<file path="src/rtl/alu_input_pkg.sv">
// Shared types and defaults for the ALU input conditioner.
// Holds the chord FSM encoding and the debounce length.
package alu_input_pkg;

  localparam int DB_CYCLES_DEF = 50000;

  typedef enum logic [1:0] {
    IDLE,
    COLLECT,
    COMMIT
  } state_t;

endpackage

</file>
<file path="src/rtl/debounce_cell.sv">
// Single-bit debouncer: the level flips only after DB_CYCLES
// consecutive cycles of disagreement with the synced input.
import alu_input_pkg::*;

module debounce_cell #(
  parameter int DB_CYCLES = DB_CYCLES_DEF
) (
  input  logic clk,
  input  logic reset,
  input  logic din,
  output logic level
);

  localparam int CW = (DB_CYCLES > 2) ? $clog2(DB_CYCLES) : 1;
  localparam logic [CW-1:0] LAST = CW'(DB_CYCLES - 1);

  logic [CW-1:0] cnt;

  // cnt tops out at LAST; the >= compare keeps it from wrapping
  always_ff @(posedge clk) begin
    if (reset) begin
      cnt   <= '0;
      level <= 1'b0;
    end else if (din == level) begin
      cnt <= '0;
    end else if (cnt >= LAST) begin
      level <= ~level;
      cnt   <= '0;
    end else begin
      cnt <= cnt + 1'b1;
    end
  end

endmodule

</file>
<file path="src/rtl/alu_input_conditioner.sv">
// Turns raw buttons/switches into a committed ALU opcode and
// operand pair, one strobe per released button chord.
import alu_input_pkg::*;

module alu_input_conditioner #(
  parameter int WIDTH     = 4,
  parameter int DB_CYCLES = DB_CYCLES_DEF
) (
  input  logic             clk,
  input  logic             reset,
  input  logic [2:0]       BtnUC,
  input  logic [WIDTH-1:0] SwA,
  input  logic [WIDTH-1:0] SwB,
  output logic [2:0]       ALUControl,
  output logic [WIDTH-1:0] A,
  output logic [WIDTH-1:0] B,
  output logic             op_strobe
);

  logic [2:0]       btn_s1, btn_s2;
  logic [WIDTH-1:0] swa_s1, swa_s2;
  logic [WIDTH-1:0] swb_s1, swb_s2;
  logic [2:0]       deb;

  state_t     state, state_nxt;
  logic [2:0] chord, chord_nxt;

  // buttons are active-low on the board; flip to 1 = pressed
  always_ff @(posedge clk) begin
    if (reset) begin
      btn_s1 <= '0;
      btn_s2 <= '0;
      swa_s1 <= '0;
      swa_s2 <= '0;
      swb_s1 <= '0;
      swb_s2 <= '0;
    end else begin
      btn_s1 <= ~BtnUC;
      btn_s2 <= btn_s1;
      swa_s1 <= SwA;
      swa_s2 <= swa_s1;
      swb_s1 <= SwB;
      swb_s2 <= swb_s1;
    end
  end

  for (genvar i = 0; i < 3; i++) begin : g_db
    debounce_cell #(
      .DB_CYCLES(DB_CYCLES)
    ) u_db (
      .clk  (clk),
      .reset(reset),
      .din  (btn_s2[i]),
      .level(deb[i])
    );
  end

  always_comb begin
    state_nxt = state;
    chord_nxt = chord;
    unique case (state)
      IDLE: begin
        if (|deb) begin
          state_nxt = COLLECT;
          chord_nxt = deb;
        end
      end
      COLLECT: begin
        chord_nxt = chord | deb;
        if (deb == 3'b000) state_nxt = COMMIT;
      end
      COMMIT:  state_nxt = IDLE;
      default: state_nxt = IDLE;
    endcase
  end

  always_ff @(posedge clk) begin
    if (reset) begin
      state <= IDLE;
      chord <= '0;
    end else begin
      state <= state_nxt;
      chord <= chord_nxt;
    end
  end

  assign op_strobe = (state == COMMIT);

  // outputs only move on the commit edge, so they hold otherwise
  always_ff @(posedge clk) begin
    if (reset) begin
      ALUControl <= '0;
      A          <= '0;
      B          <= '0;
    end else if (state == COMMIT) begin
      ALUControl <= chord;
      A          <= swa_s2;
      B          <= swb_s2;
    end
  end

endmodule

</file>
<file path="config.mk">
export PLATFORM = sky130hd
export DESIGN_NAME = alu_input_conditioner
export DESIGN_NICKNAME = d
export VERILOG_FILES = /design/src/rtl/alu_input_pkg.sv /design/src/rtl/debounce_cell.sv /design/src/rtl/alu_input_conditioner.sv
export SDC_FILE = /design/constraint.sdc
export NUM_CORES = 1
export LEC_CHECK = 0
export ABC_AREA = 0
export BUFFER_PORTS_ARGS = -buffer_cell sky130_fd_sc_hd__buf_2
export CORE_MARGIN = 8
export CORE_UTILIZATION = 50
export CTS_CLUSTER_DIAMETER = 100
export DETAILED_ROUTE_END_ITERATION = 7
export GPL_TIMING_DRIVEN = 1
export PLACE_DENSITY = 0.68
export SLEW_MARGIN = 10
export SYNTH_ARGS = -nofsm -noshare
export SYNTH_HDL_FRONTEND = slang
export SYNTH_SLANG_ARGS = --single-unit
</file>
<file path="constraint.sdc">
create_clock -name clk -period 2.8 [get_ports clk]
set_input_delay 0.14 -clock clk [delete_from_list [all_inputs] [get_ports clk]]
set_output_delay 0.14 -clock clk [all_outputs]
set_load 0.01 [all_outputs]
</file>
==> results.yml, run 1 <==
synthesis:
  ys.warnings.count: 0
  ys_ff_latch: 89
  synth_cell_types: 33
  netlist_area_um2: 3565
  synth_fp_nets: 391
  synth-seq-area-share_pct: 49.98
  syn_inst: 375
  synth_area_per_cell_um2: 9.506
clock_tree:
  ctsRootBufferMaster: "clkbuf_8"
  clock_latency_ns: 0.35
  cts_resized: 0
  tritoncts: "built"
  clockBufferDepth: 2
  cts_setup_buffers: 0
  htree_levels: 3
  clk_pin_slew_ns: 0.09
  cts.sink_count: 89
  numCtsBuffers: 9
  ctsHoldBuffers: 11
place:
  post-dp-hpwl_mm: 3.858
  place.gp.congestion: 0.8333
  io_buffers: 24
power_and_ir_drop:
  powerDensity_nw_per_um2: 535.3
  ir_drop_mv: 0.4197
  p_leak_nw: 1.256
detailed_routing:
  wl_per_cell_um: 11.17
  drt-initial-drc-count: 42
  totalWireLength_mm: 5.706
  num_vias: 2489
  ant_nets: 0
  drc: 0
  dr.pass1.iters: 4
  vias_per_cell: 4.871
global_route:
  gr-total-overflow: 0
  antenna_found_initial: 0
  grt_max_degree: 48
  grtUsageTotal_pct: 12.22
  grt_pass1_vias: 2360
  grt_pass1_wl_mm: 10.05
die:
  die_x_um: 100.4
  die_h_um: 100.4
  rows: 30
  ioPinCount: 25
  initial_core_util_pct: 52.18
  die_area_um2: 10090
  coreArea_um2: 6832
cells_and_area:
  diodes: 0
  post_route_cells_drive_above_1_share_pct: 16.39
  fillers: 636
  final_util_pct: 58.72
  syn_to_final_growth_pct: 12.53
  layout_commonest_cell: "dfxtp_1"
  final_cell_mix: "dfxtp_1 (89), nor2_1 (47), nand2_1 (34)"
  fin_nets: 426
sta:
  finalCritPeriodShare_pct: 73.06
  min_period_ns: 2.046
  drv_slew: 0
  skew_ns: 0.01155
  fin_tns_setup_ns: 0
  fmax_ghz: 0.4888
  setup_violations: 0
  rsz0062_at_grt: "false"
  timing.final.hold_violations: 0
  worst_slew_pin_slew_ns: 0.7722
  slew_headroom_pct: 48.52
run:
  max_cap_viol_count: 0
critical_path:
  crit_type: "flip-flop to flip-flop"
  end_kind: "flip-flop"
  critPathMaxFanout: 16
  critPathBufInv: 0
  crit_chain: "ha_1 -> nand3_1 -> a2111oi_2 -> or4_1 -> nor2_1"
  cp_slowest_cell: "or4_1"
  slowest_delay_ns: 0.52
  cpLargestDelayFamily: "simple AND/OR/NAND/NOR gates"
  critPathLaunchType: "flip-flop"
  required_ns: 3.02
  worstPathArrival_ns: 2.27
hold_path:
  min_path_type: "input port to flip-flop"
run_status:
  status: "finished, final reports clean"
## cell families (layout without fill, tap and decap cells)
group                    count (synthesis)  count (layout)  share of synthesized area (%)
AND/OR/NAND/NOR                        185             185                          28.78
buffers and inverters                   27              67                          4.422
adder cells (fa/ha/maj)                  3               3                          1.053
XOR/XNOR                                40              40                          9.828
AO/OA/AOI/OAI                           31              31                          5.932
flip-flops                              89              89                          49.98
## metrics by stage
step           setup slack [ns]  hold slack [ns]  power (mW)  std cells  instance area [um^2]
3_3_place_gp             0.8191           0.2955       1.356        484                  3715
6_report                 0.7543           0.3368       2.147        511                  4011
5_1_grt                  0.5329           0.3698       2.239        511                  4011
3_5_place_dp             0.7533           0.2976       1.357        484                  3715
4_1_cts                  0.7487           0.3328       2.184        511                  4011
2_1_floorplan             1.006           0.2067       1.349        375                  3565
## synth_stat cells (all sizes together)
library cell / count / area, um^2
nor4: 12 / 93.84
and3: 2 / 12.51
and2: 1 / 6.260
nand4: 11 / 68.82
xor2: 7 / 61.31
o31ai: 2 / 15.01
clkbuf: 6 / 22.52
dfxtp: 89 / 1782
inv: 14 / 52.55
ha: 3 / 37.54
and4: 1 / 8.760
a2111oi: 3 / 45.04
nand3: 14 / 70.07
nand2b: 2 / 12.51
nand2: 34 / 127.6
xnor2: 33 / 289.0
a2bb2oi: 2 / 17.52
a31oi: 2 / 12.51
a21oi: 15 / 75.07
nor2: 67 / 381.6
buf: 7 / 82.57
or3: 1 / 6.260
o21ai: 4 / 20.02
o41ai: 3 / 26.28
nor3: 14 / 70.07
or4: 4 / 30.03
nor2b: 22 / 137.6
## layout make-up
type                            instances  area, um^2  share of cell area [%]
Tap cell                               96       120.1                   2.994
Timing Repair Buffer                   37       245.2                   6.114
Multi-Input combinational cell        259        1625                   40.52
Clock buffer                            9       123.9                   3.088
Clock inverter                          7       62.56                   1.560
Sequential cell                        89        1782                   44.42
Inverter                               14       52.55                   1.310
## worst paths after layout
kind | from | end | slack, ns | cells past startpoint
setup / recovery | g_db[1].u_db.cnt[0] | g_db[1].u_db.cnt[9] | 0.75 | 5
hold / removal | reset | btn_s1[1] | 0.34 | 2
setup reg to reg | g_db[1].u_db.cnt[0] | g_db[1].u_db.cnt[9] | 0.75 | 5
hold reg to reg | swa_s1[3] | swa_s2[3] | 0.43 | 1
## sequential cells by signal, indices dropped and copies added (netlist names)
| name | count |
|---|---|
| A | 4 |
| ALUControl | 3 |
| B | 4 |
| btn_s1 | 3 |
| btn_s2 | 3 |
| chord | 3 |
| g_db.u_db.cnt | 48 |
| g_db.u_db.level | 3 |
| state | 2 |
| swa_s1 | 4 |
| swa_s2 | 4 |
| swb_s1 | 4 |
| swb_s2 | 4 |
## routing by layer
metal	track usage [%]	part of all wire, %	routed length [um]
met1	13.56	49	2776
met2	20.77	47	2677
met3	4.844	3.3	188
met4	4.070	1.1	63
met5	0	0	0
## report_power, final
group | switching (mW) | total [mW] | internal, mW
Combinational | 0.0261 | 0.0534 | 0.0273
Sequential | 0.00481 | 1.29 | 1.28
Clock | 0.470 | 0.809 | 0.339
(Power assumes the default switching activity.)
==> run 2: changes to the inputs <==
ABC_AREA = 1   (was 0)
PLACE_DENSITY = 0.7   (was 0.68)
clock period = 1.74 ns   (was 2.8 ns; I/O delays follow)
==> results.yml, run 2 <==
hold_path:
  holdPathEnd: "swb_s1[3]"
  hp-start: "reset"
  whs_path_depth: 2
  min_path_type: "input port to flip-flop"
power_and_ir_drop:
  p_int_mw: 2.659
  p_leak_nw: 1.734
  power.net_switching_uw: 852.6
  ir_drop_mv: 0.5351
  clkPwrFrac_pct: 38.5
  powerDensity_nw_per_um2: 828.2
  swShare_pct: 24.28
  totalPowerFinal_mw: 3.512
  p_seq_share_pct: 58.9
  comb_power_share_pct: 2.5
synthesis:
  yosys.area.top_type: "dfxtp_1"
  synthMuxAreaShare_pct: 0
  synth-seq-area-share_pct: 47.69
  syn_inst: 500
  netlist_top_cells_area: "dfxtp_1 (48%), nor2_1 (12%), nand2_1 (8.8%)"
  netlist_area_um2: 3736
  synth_compound_area_share_pct: 3.014
  synth-main-ff-cell: "dfxtp_1"
  synth_fa_ha_area_share_pct: 1.005
  synth_area_per_cell_um2: 7.472
  synth_cell_types: 28
  synth.top_cell.area_share_pct: 47.69
  synthSimpleGateAreaFrac_pct: 32.65
  synth.most_common_cell: "nor2_1"
  synth_edf_count: 0
  synth_common_cells: "nor2_1 (120), dfxtp_1 (89), nand2_1 (88), inv_1 (72), nand3_1 (21)"
  synth_top_family_by_area: "simple AND/OR/NAND/NOR gates"
  synth_fp_nets: 516
  async_reset_ff_share_pct: 0
  ys.warnings.count: 0
  ys_ff_latch: 89
  synth_xor_area_share_pct: 6.564
critical_path:
  end_kind: "flip-flop"
  startpoint: "g_db[1].u_db.cnt[0]"
  critPathMaxFanout: 16
  crit_type: "flip-flop to flip-flop"
  r2r_end: "g_db[1].u_db.cnt[4]"
  regToRegStartpoint: "g_db[1].u_db.cnt[0]"
  worstPathArrival_ns: 1.77
  required_ns: 2.02
  ff2ff_setup_slack_ns: 0.25
  critPathLaunchType: "flip-flop"
  worstRegToRegCells: 6
detailed_routing:
  dr.pass1.iters: 4
  vias_per_cell: 4.638
  num_vias: 2982
  wl_per_cell_um: 10.20
  ant_nets: 0
  drt-initial-drc-count: 90
  drc: 0
  totalWireLength_mm: 6.560
global_route:
  grt_pass1_wl_mm: 11.61
  antenna_found_initial: 0
  grtUsageTotal_pct: 13.76
  gr-total-overflow: 0
  grt_max_degree: 19
  grt_pass1_vias: 2833
die:
  die_x_um: 102.4
  die_area_um2: 10490
  rows: 31
  ioPinCount: 25
  initial_core_util_pct: 51.51
  coreArea_um2: 7253
  die_h_um: 102.4
sta:
  min_period_ns: 1.486
  timing.final.hold_violations: 0
  finalCritPeriodShare_pct: 85.39
  skew_ns: 0.007053
  fmax_ghz: 0.6730
  setup_violations: 0
  rsz0062_at_grt: "false"
  worst_slew_pin_slew_ns: 0.4204
  fin_tns_setup_ns: 0
  drv_slew: 0
  slew_headroom_pct: 71.91
clock_tree:
  clk_pin_slew_ns: 0.09
  htree_levels: 3
  cts.sink_count: 89
  tritoncts: "built"
  clock_latency_ns: 0.36
  cts_resized: 0
  clockBufferDepth: 2
  numCtsBuffers: 9
  ctsRootBufferMaster: "clkbuf_8"
place:
  place_area_um2: 3938
  post-dp-hpwl_mm: 4.627
  dp.cells: 616
  io_buffers: 24
  place.gp.congestion: 0.8217
cells_and_area:
  final_cell_mix: "nor2_1 (120), dfxtp_1 (89), nand2_1 (88)"
  largest-register: "g_db.u_db.cnt"
  fillers: 696
  design_area_um2: 4240
  largest_reg_flops: 48
  layout_commonest_cell: "nor2_1"
  diodes: 0
  fin_nets: 555
  final_cells: 643
  post_route_cells_drive_above_1_share_pct: 11.95
  syn_to_final_growth_pct: 13.50
run:
  max_cap_viol_count: 0
run_status:
  status: "finished, final reports clean"
-- run 2: cell types whose count changed after synthesis, sizes merged, moves of 4 or more --
cell   before  now
xor2        7   20
nor4       12    0
o21ai       4   15
nand4      11   15
nor2b      22    0
inv        14   73
nand3      14   24
nor2       67  133
xnor2      33    8
nand2      34   89
or4         4    0
a21oi      15    6
-- run 2: worst max path at each step --
| stage | slack [ns] | endpoint | depth (start not counted) |
|---|---|---|---|
| floorplan | 0.45 | g_db[1].u_db.cnt[15] | 7 |
| global placement | 0.31 | g_db[1].u_db.cnt[12] | 6 |
| detailed placement | 0.24 | g_db[1].u_db.cnt[4] | 6 |
| CTS | 0.21 | g_db[1].u_db.cnt[4] | 6 |
| global route | 0.06 | g_db[1].u_db.cnt[0] | 6 |
| finish | 0.25 | g_db[1].u_db.cnt[4] | 6 |
-- run 2: area by class of cell --
class                           count  area (um^2)  share of cell area [%]
Multi-Input combinational cell    328         1615                   38.09
Inverter                           73        274.0                   6.462
Tap cell                           99        123.9                   2.921
Sequential cell                    89         1782                   42.02
Clock inverter                      7        68.82                   1.623
Timing Repair Buffer               38        252.7                   5.960
Clock buffer                        9        123.9                   2.921
-- run 2: logic make-up (layout without fill, tap and decap cells) --
family / count (synthesis) / count (layout)
buffers and inverters: 83 / 127
AOI/OAI and AO/OA: 22 / 22
and+or+nand+nor: 275 / 275
xor gates and xnor gates: 28 / 28
DFF: 89 / 89
adders and majority gates: 3 / 3
-- run 2: stage by stage --
step,utilization [%],setup WS (ns),hold slack [ns]
6_report,58.46,0.2542,0.06313
5_1_grt,58.46,0.06283,0.06673
4_1_cts,58.46,0.2143,0.04817
3_5_place_dp,54.29,0.2413,0.2419
3_3_place_gp,54.29,0.3107,0.2413
2_1_floorplan,-,0.4470,0.1537
-- run 2: critical path, cell delays in order (launching register included) --
cell and delay (ns):
dfxtp_1 0.34, ha_1 0.24, nand3_1 0.13, nand3_1 0.08, nand2_1 0.10, nand4_2 0.33, nor2_1 0.20
-- run 2: per-layer routing --
metal	wire length, um	up-vias	track usage, %
met4	124	0	6.659
met3	230	12	3.747
met5	0	-	0
met1	3164	1329	15.79
li1	-	1605	-
met2	3040	36	23.08
-- run 2: what timing repair did --
item / 4_1_cts / 5_1_grt
buffers inserted: 0 / 0
hold endpoints to repair: 11 / 0
hold buffers: 11 / 0
-- run 2: power groups by stage --
| stage | logic, mW | registers, mW | clock network (mW) |
|---|---|---|---|
| global placement | 0.0689 | 2.12 | 0 |
| CTS | 0.0899 | 2.07 | 1.40 |
| global route | 0.101 | 2.07 | 1.48 |
| finish | 0.0889 | 2.07 | 1.35 |
| detailed placement | 0.0707 | 2.12 | 0 |
| floorplan | 0.0487 | 2.12 | 0 |
